===== src/rtl/mem_arb_pkg.sv =====
// Shared types and constants for the memory port arbiter.
//   arb_state_t : arbiter FSM states (IDLE, REQ, RESP)
//   arb_grant_t : which requester owns the current access
//   ERR_WORD    : response word returned when the memory never acknowledges
package mem_arb_pkg;

  typedef enum logic [1:0] {
    IDLE = 2'd0,
    REQ  = 2'd1,
    RESP = 2'd2
  } arb_state_t;

  typedef enum logic {
    GNT_I = 1'b0,
    GNT_D = 1'b1
  } arb_grant_t;

  localparam logic [31:0] ERR_WORD = 32'hDEAD_BEEF;

endpackage


===== src/rtl/mem_arb_wdog.sv =====
// Clearable, saturating watchdog counter for the memory port arbiter.
// Ports:
//   clk_i     : clock
//   rst_i     : synchronous active-high reset
//   clr_i     : restart the count from zero (takes priority over en_i)
//   en_i      : count one cycle of waiting
//   expired_o : count has reached TIMEOUT (held until cleared)
module mem_arb_wdog #(
  parameter int TIMEOUT = 15
) (
  input  logic clk_i,
  input  logic rst_i,
  input  logic clr_i,
  input  logic en_i,
  output logic expired_o
);

  localparam int CNT_W = $clog2(TIMEOUT + 1);
  localparam logic [CNT_W-1:0] LIMIT = CNT_W'(TIMEOUT);

  logic [CNT_W-1:0] count_q;

  // NOTE: sequential state is written with non-blocking assignments so every
  // register samples the pre-edge values and simulation matches hardware.
  always_ff @(posedge clk_i) begin
    if (rst_i || clr_i) begin
      count_q <= '0;
    end else if (en_i && (count_q != LIMIT)) begin
      count_q <= count_q + CNT_W'(1);
    end
  end

  assign expired_o = (count_q == LIMIT);

endmodule


===== src/rtl/mem_port_arbiter.sv =====
// Shares one backing-memory port between the instruction-fetch requester and
// the data (MEM-stage) requester. One access at a time, data has priority,
// and a watchdog turns a missing acknowledge into an error response.
// Ports:
//   clk_i, rst_i                        : clock, synchronous active-high reset
//   if_req_i, if_addr_i                 : fetch request / address
//   if_rdata_o, if_ready_o              : fetch response word / completion pulse
//   d_req_i, d_we_i, d_addr_i, d_wdata_i: data request, store flag, address, data
//   d_rdata_o, d_ready_o                : data response word / completion pulse
//   mem_req_o, mem_we_o, mem_addr_o,
//   mem_wdata_o                         : memory request side
//   mem_rdata_i, mem_ack_i              : memory response side
//   stall_o                             : pipeline stall while a request is open
//   err_o                               : sticky timeout flag
module mem_port_arbiter
  import mem_arb_pkg::*;
#(
  parameter int ADDR_W  = 32,
  parameter int DATA_W  = 32,
  parameter int TIMEOUT = 15
) (
  input  logic              clk_i,
  input  logic              rst_i,
  input  logic              if_req_i,
  input  logic [ADDR_W-1:0] if_addr_i,
  output logic [DATA_W-1:0] if_rdata_o,
  output logic              if_ready_o,
  input  logic              d_req_i,
  input  logic              d_we_i,
  input  logic [ADDR_W-1:0] d_addr_i,
  input  logic [DATA_W-1:0] d_wdata_i,
  output logic [DATA_W-1:0] d_rdata_o,
  output logic              d_ready_o,
  output logic              mem_req_o,
  output logic              mem_we_o,
  output logic [ADDR_W-1:0] mem_addr_o,
  output logic [DATA_W-1:0] mem_wdata_o,
  input  logic [DATA_W-1:0] mem_rdata_i,
  input  logic              mem_ack_i,
  output logic              stall_o,
  output logic              err_o
);

  arb_state_t        state_q, state_d;
  arb_grant_t        grant_q;
  logic [ADDR_W-1:0] addr_q;
  logic              we_q;
  logic [DATA_W-1:0] wdata_q;
  logic [DATA_W-1:0] resp_q;
  logic              err_q;
  logic              wdog_clr, wdog_en, wdog_expired;

  mem_arb_wdog #(.TIMEOUT(TIMEOUT)) u_wdog (
    .clk_i     (clk_i),
    .rst_i     (rst_i),
    .clr_i     (wdog_clr),
    .en_i      (wdog_en),
    .expired_o (wdog_expired)
  );

  // Reset puts every register, including the datapath latches, in a known
  // state so the memory side sees all-zero outputs straight out of reset.
  always_ff @(posedge clk_i) begin
    if (rst_i) begin
      state_q <= IDLE;
    end else begin
      state_q <= state_d;
    end
  end

  // NOTE: every signal written here gets a default first, so no path through
  // the case leaves it unassigned and no latch is inferred.
  always_comb begin
    state_d  = state_q;
    wdog_clr = 1'b0;
    wdog_en  = 1'b0;
    unique case (state_q)
      IDLE: begin
        if (d_req_i || if_req_i) begin
          state_d  = REQ;
          wdog_clr = 1'b1;
        end
      end
      REQ: begin
        wdog_en = 1'b1;
        // An ack in the same cycle the watchdog expires still wins.
        if (mem_ack_i || wdog_expired) begin
          state_d = RESP;
        end
      end
      RESP:    state_d = IDLE;
      default: state_d = IDLE;
    endcase
  end

  // Request latches change only on entry to REQ; response captured in REQ.
  always_ff @(posedge clk_i) begin
    if (rst_i) begin
      grant_q <= GNT_I;
      addr_q  <= '0;
      we_q    <= 1'b0;
      wdata_q <= '0;
      resp_q  <= '0;
      err_q   <= 1'b0;
    end else begin
      unique case (state_q)
        IDLE: begin
          if (d_req_i) begin
            grant_q <= GNT_D;
            addr_q  <= d_addr_i;
            we_q    <= d_we_i;
            wdata_q <= d_wdata_i;
          end else if (if_req_i) begin
            grant_q <= GNT_I;
            addr_q  <= if_addr_i;
            we_q    <= 1'b0;
          end
        end
        REQ: begin
          if (mem_ack_i) begin
            resp_q <= mem_rdata_i;
          end else if (wdog_expired) begin
            resp_q <= DATA_W'(ERR_WORD);
            err_q  <= 1'b1;
          end
        end
        default: ;
      endcase
    end
  end

  assign mem_req_o   = (state_q == REQ);
  assign mem_we_o    = we_q;
  assign mem_addr_o  = addr_q;
  assign mem_wdata_o = wdata_q;

  assign if_ready_o  = (state_q == RESP) && (grant_q == GNT_I);
  assign d_ready_o   = (state_q == RESP) && (grant_q == GNT_D);
  assign if_rdata_o  = resp_q;
  assign d_rdata_o   = resp_q;

  assign stall_o     = (if_req_i & ~if_ready_o) | (d_req_i & ~d_ready_o);
  assign err_o       = err_q;

endmodule


===== config.mk =====
export PLATFORM = sky130hd
export DESIGN_NAME = mem_port_arbiter
export DESIGN_NICKNAME = d
export VERILOG_FILES = /design/src/rtl/mem_arb_pkg.sv /design/src/rtl/mem_arb_wdog.sv /design/src/rtl/mem_port_arbiter.sv
export SDC_FILE = /design/constraint.sdc
export NUM_CORES = 1
export LEC_CHECK = 0
export ABC_AREA = 1
export BUFFER_PORTS_ARGS = -buffer_cell sky130_fd_sc_hd__buf_2
export CAP_MARGIN = 20
export CELL_PAD_IN_SITES_DETAIL_PLACEMENT = 1
export CELL_PAD_IN_SITES_GLOBAL_PLACEMENT = 1
export CORE_ASPECT_RATIO = 0.9
export CORE_MARGIN = 2
export CORE_UTILIZATION = 32
export CTS_BUF_LIST = sky130_fd_sc_hd__clkbuf_8
export DETAILED_ROUTE_END_ITERATION = 8
export PLACE_DENSITY = 0.9
export SYNTH_ARGS = -nofsm -noshare
export SYNTH_HDL_FRONTEND = slang
export SYNTH_SLANG_ARGS = --single-unit

===== constraint.sdc =====
create_clock -name clk_i -period 3.1 [get_ports clk_i]
set_input_delay 0.155 -clock clk_i [delete_from_list [all_inputs] [get_ports clk_i]]
set_output_delay 0.155 -clock clk_i [all_outputs]
set_load 0.005 [all_outputs]

* Word level (Yosys, flattened, before mapping)
Index checks and enable logic that the tools add are counted.
** Operators by class
- Bitwise logic cells :: 7
- Shifts and indexed selects :: 0
- Mux-type cells :: 13
- Divide/modulo/power cells :: 0
- Multiply operators :: 0
- Equality and inequality tests :: 6
- Add/subtract/negate cells :: 1
- Reduce and logical (&&, ||, !) cells :: 14
- $lt $le $gt $ge :: 0
** Operators with widths (count)
- $mux 32 :: 4
- $reduce_and 2->1 :: 4
- $mux 1 :: 6
- $add 4x1->4 const B :: 1
- $eq 4x4->1 const B :: 1
- $mux 2 :: 2
- $ne 4x4->1 const B :: 1
- $not 1->1 :: 4
- $pmux 2 s2 :: 1
- $reduce_bool 2->1 :: 2
- $logic_and 1x1->1 :: 3
- $logic_or 1x1->1 :: 3
- $reduce_and 3->1 :: 1
- $and 1x1->1 :: 2
- $eq 2x1->1 const B :: 1
- $eq 2x2->1 const B :: 1
- $logic_not 2->1 :: 1
- $ne 2x1->1 const B :: 1
- $ne 2x2->1 const B :: 1
- $or 1x1->1 :: 1
** Storage, ports and cells
- Memory bits (read-only) :: 0
- Output and inout bits :: 134
- Memory bits (writable) :: 0
- Logic and storage cells :: 49
- Memories :: 0
- Input bits :: 134
- Latch bits :: 0
- Flip-flop bits (word level) :: 105

* Longest topological paths before layout
Gate-level depths: netlist of run 1.
- Depth in word-level cells :: 5
- Depth in mapped cells :: 8
- Depth with buffers taken out :: 7

* Cells and area by module
From an unflattened synthesis of run 1, not the netlist that was laid out.
** Unflattened totals
- Cells, all modules :: 734
- Area total of the unflattened synthesis :: 4813.4 um^2
** Modules (own cells, without submodules)
- mem_port_arbiter :: cells each 705, sequential area each 2021.9 um^2, area each 4613.2 um^2, times used 1
- mem_arb_wdog :: cells each 29, sequential area each 80.1 um^2, area each 200.2 um^2, times used 1

* Worst setup path after synthesis of run 1
No wires, ideal clock.
- Path type :: register to register
- Start :: reg u_wdog.count_q[0]
- End :: reg resp_q[17] (netlist: d_rdata_o[17])
- Library setup time :: 132 ps
- Data required time :: 2968 ps
- Arrival time :: 1064 ps
- Cell stages (with the launch flop) :: 8
- Path buffers :: 1
- Path slack :: 1903 ps
- Clock period less this slack :: 1197 ps
- Cell sequence :: dfxtp_1 ha_1 nand3_1 nand2_1 nand2_4 buf_6 nand2_1 a21oi_1
** On the way
- Word-level cells in the longest chain between the ends :: 3
** Ends and longest elaborated chain
- start, declared :: line mem_arb_wdog.sv:21 : logic [CNT_W-1:0] count_q;
- start signal, assigned :: line mem_arb_wdog.sv:29 : count_q <= count_q + CNT_W'(1);
- $eq 4x4->1 :: line mem_arb_wdog.sv:33 : assign expired_o = (count_q == LIMIT);
- $reduce_bool 2->1 (no line)
- $reduce_and 2->1 (no line)
- end signal, assigned :: line mem_port_arbiter.sv:121 : resp_q <= mem_rdata_i;
- end signal, assigned :: line mem_port_arbiter.sv:123 : resp_q <= DATA_W'(ERR_WORD);
- end, declared :: line mem_port_arbiter.sv:49 : logic [DATA_W-1:0] resp_q;
Every way passes these cells.
A chain may end at the register's enable or synchronous reset.

* Worst setup path after layout of run 1
- Start :: in d_req_i
- End :: out stall_o
** On the way
- Word-level cells in the longest chain between the ends :: 2
** Ends and longest elaborated chain
- start, declared :: line mem_port_arbiter.sv:28 : input logic d_req_i,
- $and 1x1->1 :: line mem_port_arbiter.sv:142 : assign stall_o = (if_req_i & ~if_ready_o) | (d_req_i & ~d_ready_o);
- $or 1x1->1 :: line mem_port_arbiter.sv:142
- end, declared :: line mem_port_arbiter.sv:40 : output logic stall_o,
Every way passes these cells.

==> flow_summary_export.csv, run 1 <==
group,metric,value,unit
cts,cts_tree,"yes",
timing,finClkSkew,0.0123,ns
layout,drive_gt1_share,32.6,%
flow_run,cap_violations,0,
critical_path,cp_top_family,"buffers and inverters",
floorplanning,rows,41,
floorplanning,initial_core_util,33.1,%
cts,clock_path_buffers,2,
floorplanning,die_width,131,um
pwr,p_leak,3.61,nW
logic_synthesis,synth_seq_cells,105,
pwr,powerDensity,489,nW/um^2
cts,cts_made_buffers,9,
placement,portBuffers,267,
timing,slew_headroom,30.0,%
timing,min_period,1.59,ns
run_status,status,"complete, no violations",
critical_path,r2r_cells,6,
placement,pre_cts_slack,1.48,ns
critical_path,worst-path-buf-inv,3,
worst_hold_path,hold_path_class,"input pin to flop",
critical_path,cp_max_fo,33,
critical_path,cp-start-kind,"input pin",
placement,routabilityCongestion,0.833,
drt,vias,4916,
global_routing,grt_start_max_net_pins,66,
timing,setup_tns,0,ns
timing,fin_crit_sh,51.3,%
timing,layout_setup_ws,1.51,ns
logic_synthesis,synth_top_area_share,44.9,%
cts,insertion_delay,0.38,ns
pwr,vdd_drop_max,0.237,mV
floorplanning,fp.dieH,119,um
timing,hold_viol_final,0,
cts,cts.htree.levels,3,
layout,fin_nets,1045,
cts,cts.sinks,105,
logic_synthesis,syn_area_per_cell,6.84,um^2
critical_path,critPathSlowestCell,"inv_1",
critical_path,path_depth,4,
timing,drv_slew,0,
critical_path,required,2.94,ns
drt,drt-pass1-iter-count,4,
logic_synthesis,yosys.area.top_type,"dfxtp_1",
logic_synthesis,syn_nets,819,
critical_path,slowest_delay,0.76,ns
logic_synthesis,synthCells,684,
drt,drc_errors,0,
floorplanning,io_pins,268,
placement,dp_hpwl,11.2,mm
global_routing,antenna_found_initial,1,
floorplanning,die_area,15600,um^2
critical_path,cp_cell_sequence,"buf_2 -> inv_1 -> o22ai_1 -> buf_2",
critical_path,cp.arrival,1.44,ns
global_routing,grt_pass1_wl,24.6,mm
timing,timing.fmax,629,MHz
layout,regArea,2100,um^2
cts,ctsResizeCount,0,
layout,multi_input_area,1780,um^2
logic_synthesis,synth_cell_types,24,
drt,first_iter_violations,240,
global_routing,grt_overflow,0,
global_routing,grt_pass1_vias,4996,
logic_synthesis,seq_area_frac_synth,44.9,%
global_routing,grtUsageTotal,19.5,%
cts,clockRootBuffer,"clkbuf_8",
drt,ant_nets,0,
drt,viasPerCell,4.43,
timing,worst_slew_pin_slew,1.05,ns
layout,area_delta_synth_final,30.6,%
timing,finalSetupViolations,0,
logic_synthesis,yosysWarnings,0,
critical_path,crit_type,"input pin to output pin",
cts,path_clk_slew,0.11,ns
floorplanning,design.core.area,14200,um^2
logic_synthesis,syn_area,4680,um^2
drt,wl_per_cell,13.9,um
layout,nFillCells,1958,
timing,grt_setup_unrepaired,"false",
critical_path,end_kind,"output pin",
logic_synthesis,synth.area.top_cells,"dfxtp_1 45%, nand2_1 14%, nor2_1 10%",
critical_path,path_common_cell,"buf_2",
worst_hold_path,whs_path_depth,3,
drt,wl,15.5,mm
## registers in the layout (all words and copies together) (netlist names)
signal          flops
d_rdata_o          32
err_o               1
grant_q             1
mem_addr_o         32
mem_wdata_o        32
mem_we_o            1
state_q             2
u_wdog.count_q      4
## worst min-delay path: cells and delay by family
kind | cells | cell delay [ns]
buf+inv | 1 | 0.08
compound gates | 1 | 0.07
simple gates | 1 | 0.07
## cell type report
type,count,area share [%]
multi-input cells,426,29.1
well taps,193,3.95
clock inverters,6,0.798
flip-flops and latches,105,34.4
diodes,1,0.0409
repair buffers,283,24.2
inverters,85,5.22
clock buffers,10,2.25
## kinds of logic (layout without fill, tap and decap cells)
kind of cell | after synthesis | count (layout) | share of synthesized area (%)
buffers and inverters | 153 | 384 | 17.0
AOI/OAI and AO/OA | 106 | 106 | 11.6
DFF | 105 | 105 | 44.9
other | 0 | 1 | 0
and+or+nand+nor | 318 | 318 | 26.0
adders and majority gates | 1 | 1 | 0.267
xor gates and xnor gates | 1 | 1 | 0.187
## stage by stage
stage	hold WS, ns	total power [mW]	utilization (%)	area, um^2	cells
finish	0.0285	2.99	43.2	6110	1109
global placement	0.405	2.16	41.1	5830	1082
floorplan	0.298	1.93	-	4680	684
global route	0.0190	3.19	43.2	6110	1109
detailed placement	0.415	2.19	41.1	5830	1082
CTS	0.0000471	3.04	43.2	6110	1108
## cells in the mapped netlist
cell type    n
dfxtp_1    105
nand3_1      2
o21ai_1      3
nor2_1     130
nand2_2      1
ha_1         1
inv_1       81
and3_1       1
nor3_1       1
nand4_1      1
buf_2        7
buf_6        8
nand2_1    179
nor2_2       2
xor2_1       1
buf_4       41
a21oi_1     40
nand2_4      1
clkbuf_1    10
o22ai_1      1
o21ai_4      1
inv_2        4
o21ai_0     61
buf_1        2
## placed cells by master (no fill, tap or decap), types with 6 or more instances in the layout
cell type      instances
buf_4                  6
o21ai_0               61
dlygate4sd3_1         10
nand2_1              179
buf_2                267
nor2_1               130
dfxtp_1              105
a21oi_1               40
inv_1                 81
clkbuf_8              10
## per-layer routing
layer	part of all wire (%)	global-route usage, %
met5	0	0
met4	3.1	8.08
met3	4.2	4.03
met2	50	35.5
met1	42	22.1
## where the power goes
part	internal [mW]	switching, mW	total, mW	leakage, nW
registers	1.47	0.0690	1.54	0.866
clock network	0.325	0.503	0.828	0.0976
logic	0.272	0.352	0.624	2.65
## repair_timing
item	CTS	global route
hold buffers	10	0
setup buffers	0	0
hold endpoints to repair	10	0
## path summary, 6_finish.rpt
check	to	start	slack, ns
min reg2reg	err_o	err_o	0.47
min	mem_wdata_o[31]	d_wdata_i[31]	0.03
max	stall_o	d_req_i	1.51
max reg2reg	mem_we_o	state_q[1]	1.52
Note: power is estimated with default switching activity, not from simulation.
==> inputs of run 2 (changes only) <==
ABC_AREA = 0   (was 1)
CORE_UTILIZATION = 28   (was 32)
PLACE_DENSITY = 0.8   (was 0.9)
clock period = 1.46 ns   (was 3.1 ns; I/O delays follow)
==> run 2 against run 1 <==
- via count is 8.4% lower
- largest cell class is now buffers
- clock skew is 0.0049 ns lower
- sequential power up 110%
- clock power grew 130%
- final cell count is 13% lower
- count of clock-buffer cells in the layout is 1 higher
- sequential share of layout area is 2.7 points lower
- synthesized area decreased by 5.5%
- sequential cell count did not move
- critical endpoint unchanged
==> flow_summary_export.csv, run 2 <==
group,metric,value,unit
run_status,status,"complete, no violations",
pwr,vdd_drop_max,0.439,mV
layout,area_delta_synth_final,50.7,%
drt,viasPerCell,4.68,
timing,fin_crit_sh,96.4,%
floorplanning,fp.dieH,123,um
pwr,switching_share,28.0,%
logic_synthesis,synth_top_area_share,47.5,%
pwr,powerDensity,986,nW/um^2
drt,vias,4505,
drt,drc_errors,0,
global_routing,grt_pass1_vias,4575,
layout,mostFrequentLayoutCells,"267 x buf_2, 102 x dfxtp_1, 77 x a21oi_1",
critical_path,r2r_slack,0.06,ns
placement,dp_hpwl,10.3,mm
floorplanning,rows,43,
pwr,p_comb_share,22.2,%
cts,cts.sinks,105,
logic_synthesis,synth_seq_cells,105,
logic_synthesis,yosysWarnings,0,
critical_path,cp.arrival,1.33,ns
drt,first_iter_violations,128,
global_routing,grt_start_max_net_pins,38,
layout,final_common_cell,"buf_2",
pwr,p_clk_share,28.6,%
critical_path,crit_start,"state_q[0]",
pwr,switching_power,1.84,mW
logic_synthesis,seq_area_frac_synth,47.5,%
critical_path,crit_type,"flop to output pin",
pwr,p_leak,3.21,nW
cts,cts_tree,"yes",
logic_synthesis,yosys.area.top_type,"dfxtp_1",
drt,ant_nets,0,
timing,drv_slew,0,
worst_hold_path,hold_path_class,"input pin to flop",
global_routing,grtUsageTotal,17.8,%
layout,num_antenna_cells,0,
critical_path,endpoint,"stall_o",
cts,cts_made_buffers,9,
logic_synthesis,syn_area_per_cell,9.51,um^2
global_routing,grt_pass1_wl,23.3,mm
logic_synthesis,ys.flop_type,"dfxtp_1",
cts,clock_path_buffers,2,
critical_path,cp_cell_sequence,"buf_8 -> and3b_1 -> o22ai_2 -> buf_2",
logic_synthesis,synth.most_common_cell,"dfxtp_1",
timing,finalSetupViolations,0,
pwr,power_frac_seq,49.2,%
logic_synthesis,synth_common_cells,"105 x dfxtp_1, 77 x a21oi_1, 74 x nand2_1",
logic_synthesis,synth_edf_count,0,
floorplanning,die_width,136,um
logic_synthesis,syn_area,4420,um^2
global_routing,grt_overflow,0,
drt,wl_per_cell,16.1,um
timing,timing.fmax,711,MHz
logic_synthesis,syn_nets,600,
cts,path_clk_slew,0.10,ns
layout,nFillCells,1850,
critical_path,required,1.39,ns
floorplanning,design.core.area,15400,um^2
layout,regArea,2110,um^2
critical_path,cp-start-kind,"flop",
layout,drive_gt1_share,42.4,%
layout,final_cells,963,
critical_path,critPathSlowestCell,"dfxtp_4",
critical_path,end_kind,"output pin",
timing,min_period,1.41,ns
timing,setup_tns,0,ns
floorplanning,io_pins,268,
floorplanning,initial_core_util,28.6,%
placement,post-place-cells,876,
timing,slew_headroom,73.0,%
floorplanning,die_area,16800,um^2
logic_synthesis,synth.area.top_cells,"dfxtp_1 48%, a21oi_1 8.7%, mux2i_1 7.2%",
drt,drt-pass1-iter-count,4,
flow_run,cap_violations,0,
cts,clockRootBuffer,"clkbuf_8",
cts,cts.htree.levels,3,
layout,multi_input_area,1840,um^2
placement,routabilityCongestion,0.691,
pwr,p_int,4.73,mW
timing,worst_slew_pin_slew,0.404,ns
layout,fin_nets,891,
cts,insertion_delay,0.38,ns
global_routing,antenna_found_initial,0,
critical_path,r2r-start,"state_q[0]",
logic_synthesis,synthCells,465,
timing,hold_viol_final,0,
critical_path,r2r_cells,5,
logic_synthesis,synth_cell_types,39,
drt,wl,15.5,mm
timing,finClkSkew,0.00740,ns
critical_path,r2r-end,"mem_wdata_o[12]",
placement,portBuffers,267,
critical_path,slowest_delay,0.38,ns
logic_synthesis,synthArstFlopShare,0,%
critical_path,cp_max_fo,5,
run 2: cell count changes after synthesis, sizes merged, moves of 5 or more:
cell / change
buf: +5
inv: -80
o21ai: -55
a21oi: +38
nand2: -106
a211oi: +32
mux2i: +32
o221a: +24
nor2: -128
run 2: final cells by class:
type,instances,area share (%)
timing repair buffer,353,33.5
clock buffer,11,2.27
inverter,5,0.319
tap,202,3.79
sequential,105,31.7
multi-input combinational,282,27.7
clock inverter,5,0.826
run 2: cells by family (layout without fill, tap and decap cells):
| family | Yosys count | after routing | share of synthesized area (%) |
|---|---|---|---|
| AOI/OAI and AO/OA | 152 | 152 | 23.2 |
| and+or+nand+nor | 96 | 97 | 9.99 |
| buffers and inverters | 79 | 374 | 11.8 |
| DFF | 105 | 105 | 47.5 |
| muxes | 32 | 32 | 7.24 |
| adders and majority gates | 1 | 1 | 0.283 |
run 2: repair_timing:
item / CTS / global route
buffers inserted: 0 / 5
hold buffers: 65 / 0
pin swaps: 0 / 3
endpoints found under the setup margin: 27 / 36
cloned: 1 / 0
resized for setup: 2 / 11
hold endpoints to repair: 65 / 0
run 2: how the worst min path moves through the flow:
stage | start | end | slack, ns | depth (start not counted)
after floorplan | d_wdata_i[0] | mem_wdata_o[0] | 0.21 | 2
after global placement | mem_rdata_i[24] | d_rdata_o[24] | 0.31 | 3
after detailed placement | d_wdata_i[11] | mem_wdata_o[11] | 0.32 | 3
after CTS | if_addr_i[13] | mem_addr_o[13] | 0.002 | 3
after global routing | if_addr_i[25] | mem_addr_o[25] | 0.003 | 3
final | if_addr_i[13] | mem_addr_o[13] | 0.02 | 3
run 2: power groups by stage:
stage | logic [mW] | registers, mW | clock network, mW
final | 1.46 | 3.24 | 1.88
after global routing | 1.61 | 3.26 | 2.09
after CTS | 1.43 | 3.23 | 1.94
after detailed placement | 1.28 | 3.30 | 0
after global placement | 1.26 | 3.28 | 0
after floorplan | 0.699 | 3.30 | 0
run 2: per-stage QoR:
stage	instance area, um^2	total power [mW]	hold WS [ns]	utilization (%)	worst slack [ns]
final	6670	6.57	0.0229	43.2	0.0531
after global routing	6670	6.97	0.00333	43.2	-0.0241
after CTS	6580	6.60	0.00233	42.6	-0.0702
after detailed placement	5710	4.57	0.321	37.0	-0.0918
after global placement	5710	4.54	0.315	37.0	-0.0246
after floorplan	4420	4.00	0.209	-	0.0431
run 2: metal layers:
| layer | wire length, um | up-vias | track usage (%) |
|---|---|---|---|
| met5 | 0 | - | 0 |
| met4 | 206 | 0 | 5.66 |
| met3 | 1100 | 13 | 4.96 |
| met2 | 7670 | 195 | 31.9 |
| met1 | 6510 | 2096 | 20.6 |
| li1 | - | 2201 | - |
run 2: critical path: cells and delay by family (launching register included):
family / cells / cell delay (ns)
compound gates: 1 / 0.08
simple gates: 1 / 0.25
flops: 1 / 0.38
buf+inv: 2 / 0.26
==> inputs of run 3 (changes only) <==
CORE_UTILIZATION = 29   (was 28)
PLACE_DENSITY = 0.81   (was 0.8)
SYNTH_HIERARCHICAL = 1   (was not set)
==> run 3 against run 2 <==
- the flow now finishes with violations (setup timing)
- synthesized cell count rose by 3.2%
- die area rose by 0.76%
- global-route usage rose by 0.79 points
- sequential cell count unchanged
- register-to-register slack got worse by 0.08 ns
- routed wire length is 12% higher
- clock power hardly changed
- worst setup slack lost 0.069 ns
- count of clock-buffer cells in the layout shrank 1
- sequential power hardly changed
- combinational power rose by 21%
- critical endpoint is now d_rdata_o[10]
- largest cell class unchanged
==> flow_summary_export.csv, run 3 <==
group,metric,value,unit
timing,timing.fmax,678,MHz
cts,insertion_delay,0.39,ns
drt,drt-pass1-iter-count,4,
drt,first_iter_violations,133,
logic_synthesis,synthCells,480,
placement,routabilityCongestion,0.704,
layout,area_delta_synth_final,55.9,%
logic_synthesis,synth.most_common_cell,"dfxtp_1",
cts,path_clk_slew,0.12,ns
floorplanning,design.core.area,15500,um^2
drt,vias,4748,
critical_path,required,1.72,ns
critical_path,cp_max_fo,6,
pwr,p_leak,3.45,nW
critical_path,end_kind,"flop",
cts,clock_path_buffers,2,
global_routing,grtUsageTotal,18.6,%
layout,final_common_cell,"buf_2",
logic_synthesis,syn_area,4620,um^2
cts,cts_made_buffers,9,
floorplanning,fp.dieH,124,um
timing,grt_setup_unrepaired,"true",
critical_path,cp.arrival,1.73,ns
timing,drv_slew,0,
drt,drc_errors,0,
critical_path,r2r_slack,-0.02,ns
logic_synthesis,synth_common_cells,"105 x dfxtp_1, 68 x a21oi_1, 64 x mux2i_1",
layout,mostFrequentLayoutCells,"266 x buf_2, 101 x dfxtp_1, 68 x dlygate4sd3_1",
layout,nFillCells,1804,
global_routing,antenna_found_initial,1,
global_routing,grt_start_max_net_pins,55,
logic_synthesis,synth_seq_cells,105,
timing,slew_headroom,64.7,%
logic_synthesis,seq_area_frac_synth,45.5,%
critical_path,r2r_cells,7,
timing,finClkSkew,0.0167,ns
cts,clockRootBuffer,"clkbuf_8",
flow_run,cap_violations,0,
global_routing,grt_pass1_wl,24.5,mm
critical_path,cp-start-kind,"flop",
logic_synthesis,synth_cell_types,38,
floorplanning,rows,43,
worst_hold_path,whs_path_depth,3,
cts,cts_tree,"yes",
drt,wl,17.3,mm
layout,drive_gt1_share,48.9,%
cts,cts.sinks,105,
timing,hold_viol_final,0,
timing,layout_setup_ws,-0.0156,ns
critical_path,r2r-end,"d_rdata_o[10]",
drt,wl_per_cell,17.6,um
global_routing,grt_pass1_vias,4885,
cts,cts.htree.levels,3,
logic_synthesis,ys.flop_type,"dfxtp_1",
logic_synthesis,synthArstFlopShare,0,%
logic_synthesis,synth_top_area_share,45.5,%
placement,portBuffers,267,
pwr,powerDensity,958,nW/um^2
global_routing,grt_overflow,0,
layout,fin_nets,913,
floorplanning,die_area,16900,um^2
worst_hold_path,min_to,"mem_addr_o[1]",
logic_synthesis,syn_area_per_cell,9.62,um^2
floorplanning,initial_core_util,29.8,%
run_status,status,"complete, but fails checks",
floorplanning,io_pins,268,
timing,worst_slew_pin_slew,0.529,ns
worst_hold_path,hold_path_class,"input pin to flop",
run_status,violations,"setup timing",
layout,postLayoutCoreUtil,46.5,%
placement,dp_hpwl,10.4,mm
pwr,vdd_drop_max,0.513,mV
logic_synthesis,synth_edf_count,0,
logic_synthesis,yosysWarnings,6,
logic_synthesis,syn_nets,615,
timing,finalSetupViolations,10,
pwr,fin_total_pwr,6.89,mW
logic_synthesis,synth.area.top_cells,"dfxtp_1 46%, mux2i_1 14%, a211oi_2 7.9%",
critical_path,crit_type,"flop to flop",
timing,min_period,1.48,ns
floorplanning,die_width,137,um
critical_path,r2r-start,"u_wdog/count_q[1]",
timing,fin_crit_sh,101,%
logic_synthesis,yosys.area.top_type,"dfxtp_1",
worst_hold_path,min_from,"if_addr_i[1]",
drt,ant_nets,0,
drt,viasPerCell,4.81,
==> run 3: area by class of cell <==
type	instances	area [um^2]	share of cell area [%]
Timing Repair Buffer	358	2360	32.9
Clock inverter	6	65.1	0.904
Clock buffer	10	138	1.91
Multi-Input combinational cell	297	2220	30.9
Tap cell	202	253	3.51
Sequential cell	105	2110	29.4
Inverter	7	36.3	0.504
Antenna cell	2	5.00	0.0695
==> run 3: worst max path at each step <==
stage | start | to | slack [ns] | cells past startpoint
finish | u_wdog/count_q[1] | d_rdata_o[10] | -0.02 | 7
global route | u_wdog/count_q[1] | d_rdata_o[18] | -0.10 | 7
CTS | state_q[1] | mem_req_o | -0.005 | 4
detailed placement | u_wdog/count_q[1] | d_rdata_o[8] | -0.06 | 6
global placement | u_wdog/count_q[0] | d_rdata_o[14] | 0.02 | 6
floorplan | u_wdog/count_q[0] | d_rdata_o[26] | 0.006 | 8
==> run 3: logic make-up after synthesis <==
logic type,share of synthesized area (%)
compound gates,18.2
fa+ha+maj,0.271
buf+inv,10.6
flops,45.5
mux,13.9
simple gates,11.5
==> run 3: metal layers <==
layer | vias up | GRT usage, % | wire length (um)
li1 | 2244 | - | -
met1 | 2277 | 19.9 | 6770
met2 | 192 | 34.1 | 8870
met3 | 35 | 5.62 | 1280
met4 | 0 | 7.60 | 426
met5 | - | 0 | 0
==> run 3: critical path, stage by stage (launching register included) <==
cell and delay [ns]:
dfxtp_4 0.38, ha_4 0.17, nand3_4 0.10, inv_4 0.04, or2_4 0.29, buf_6 0.16
a21oi_1 0.14, nor3_1 0.06
==> run 3: where the power goes <==
part | internal [mW] | switching, mW
Combinational | 0.893 | 0.863
Sequential | 3.10 | 0.159
Clock | 0.726 | 1.16
==> run 3: through the flow <==
step | setup WS [ns] | TNS [ns] | cell area (um^2) | hold slack (ns) | std cells
3_3_place_gp | 0.0233 | 0 | 5970 | 0.304 | 893
2_1_floorplan | 0.00622 | 0 | 4630 | 0.171 | 480
6_report | -0.0156 | -0.0675 | 7200 | 0.0414 | 987
5_1_grt | -0.101 | -2.08 | 7200 | 0.0292 | 986
4_1_cts | -0.00537 | -0.00704 | 6870 | 0.0137 | 977
3_5_place_dp | -0.0645 | -0.325 | 5970 | 0.317 | 893
==> run 3: repair_timing <==
item / in CTS / in global routing
resized for setup: 8 / 43
buffers inserted: 0 / 1
setup endpoints to repair: 14 / 33
hold buffers: 68 / 0
hold endpoints to repair: 67 / 0
pin swaps: 0 / 15
cloned: 0 / 7
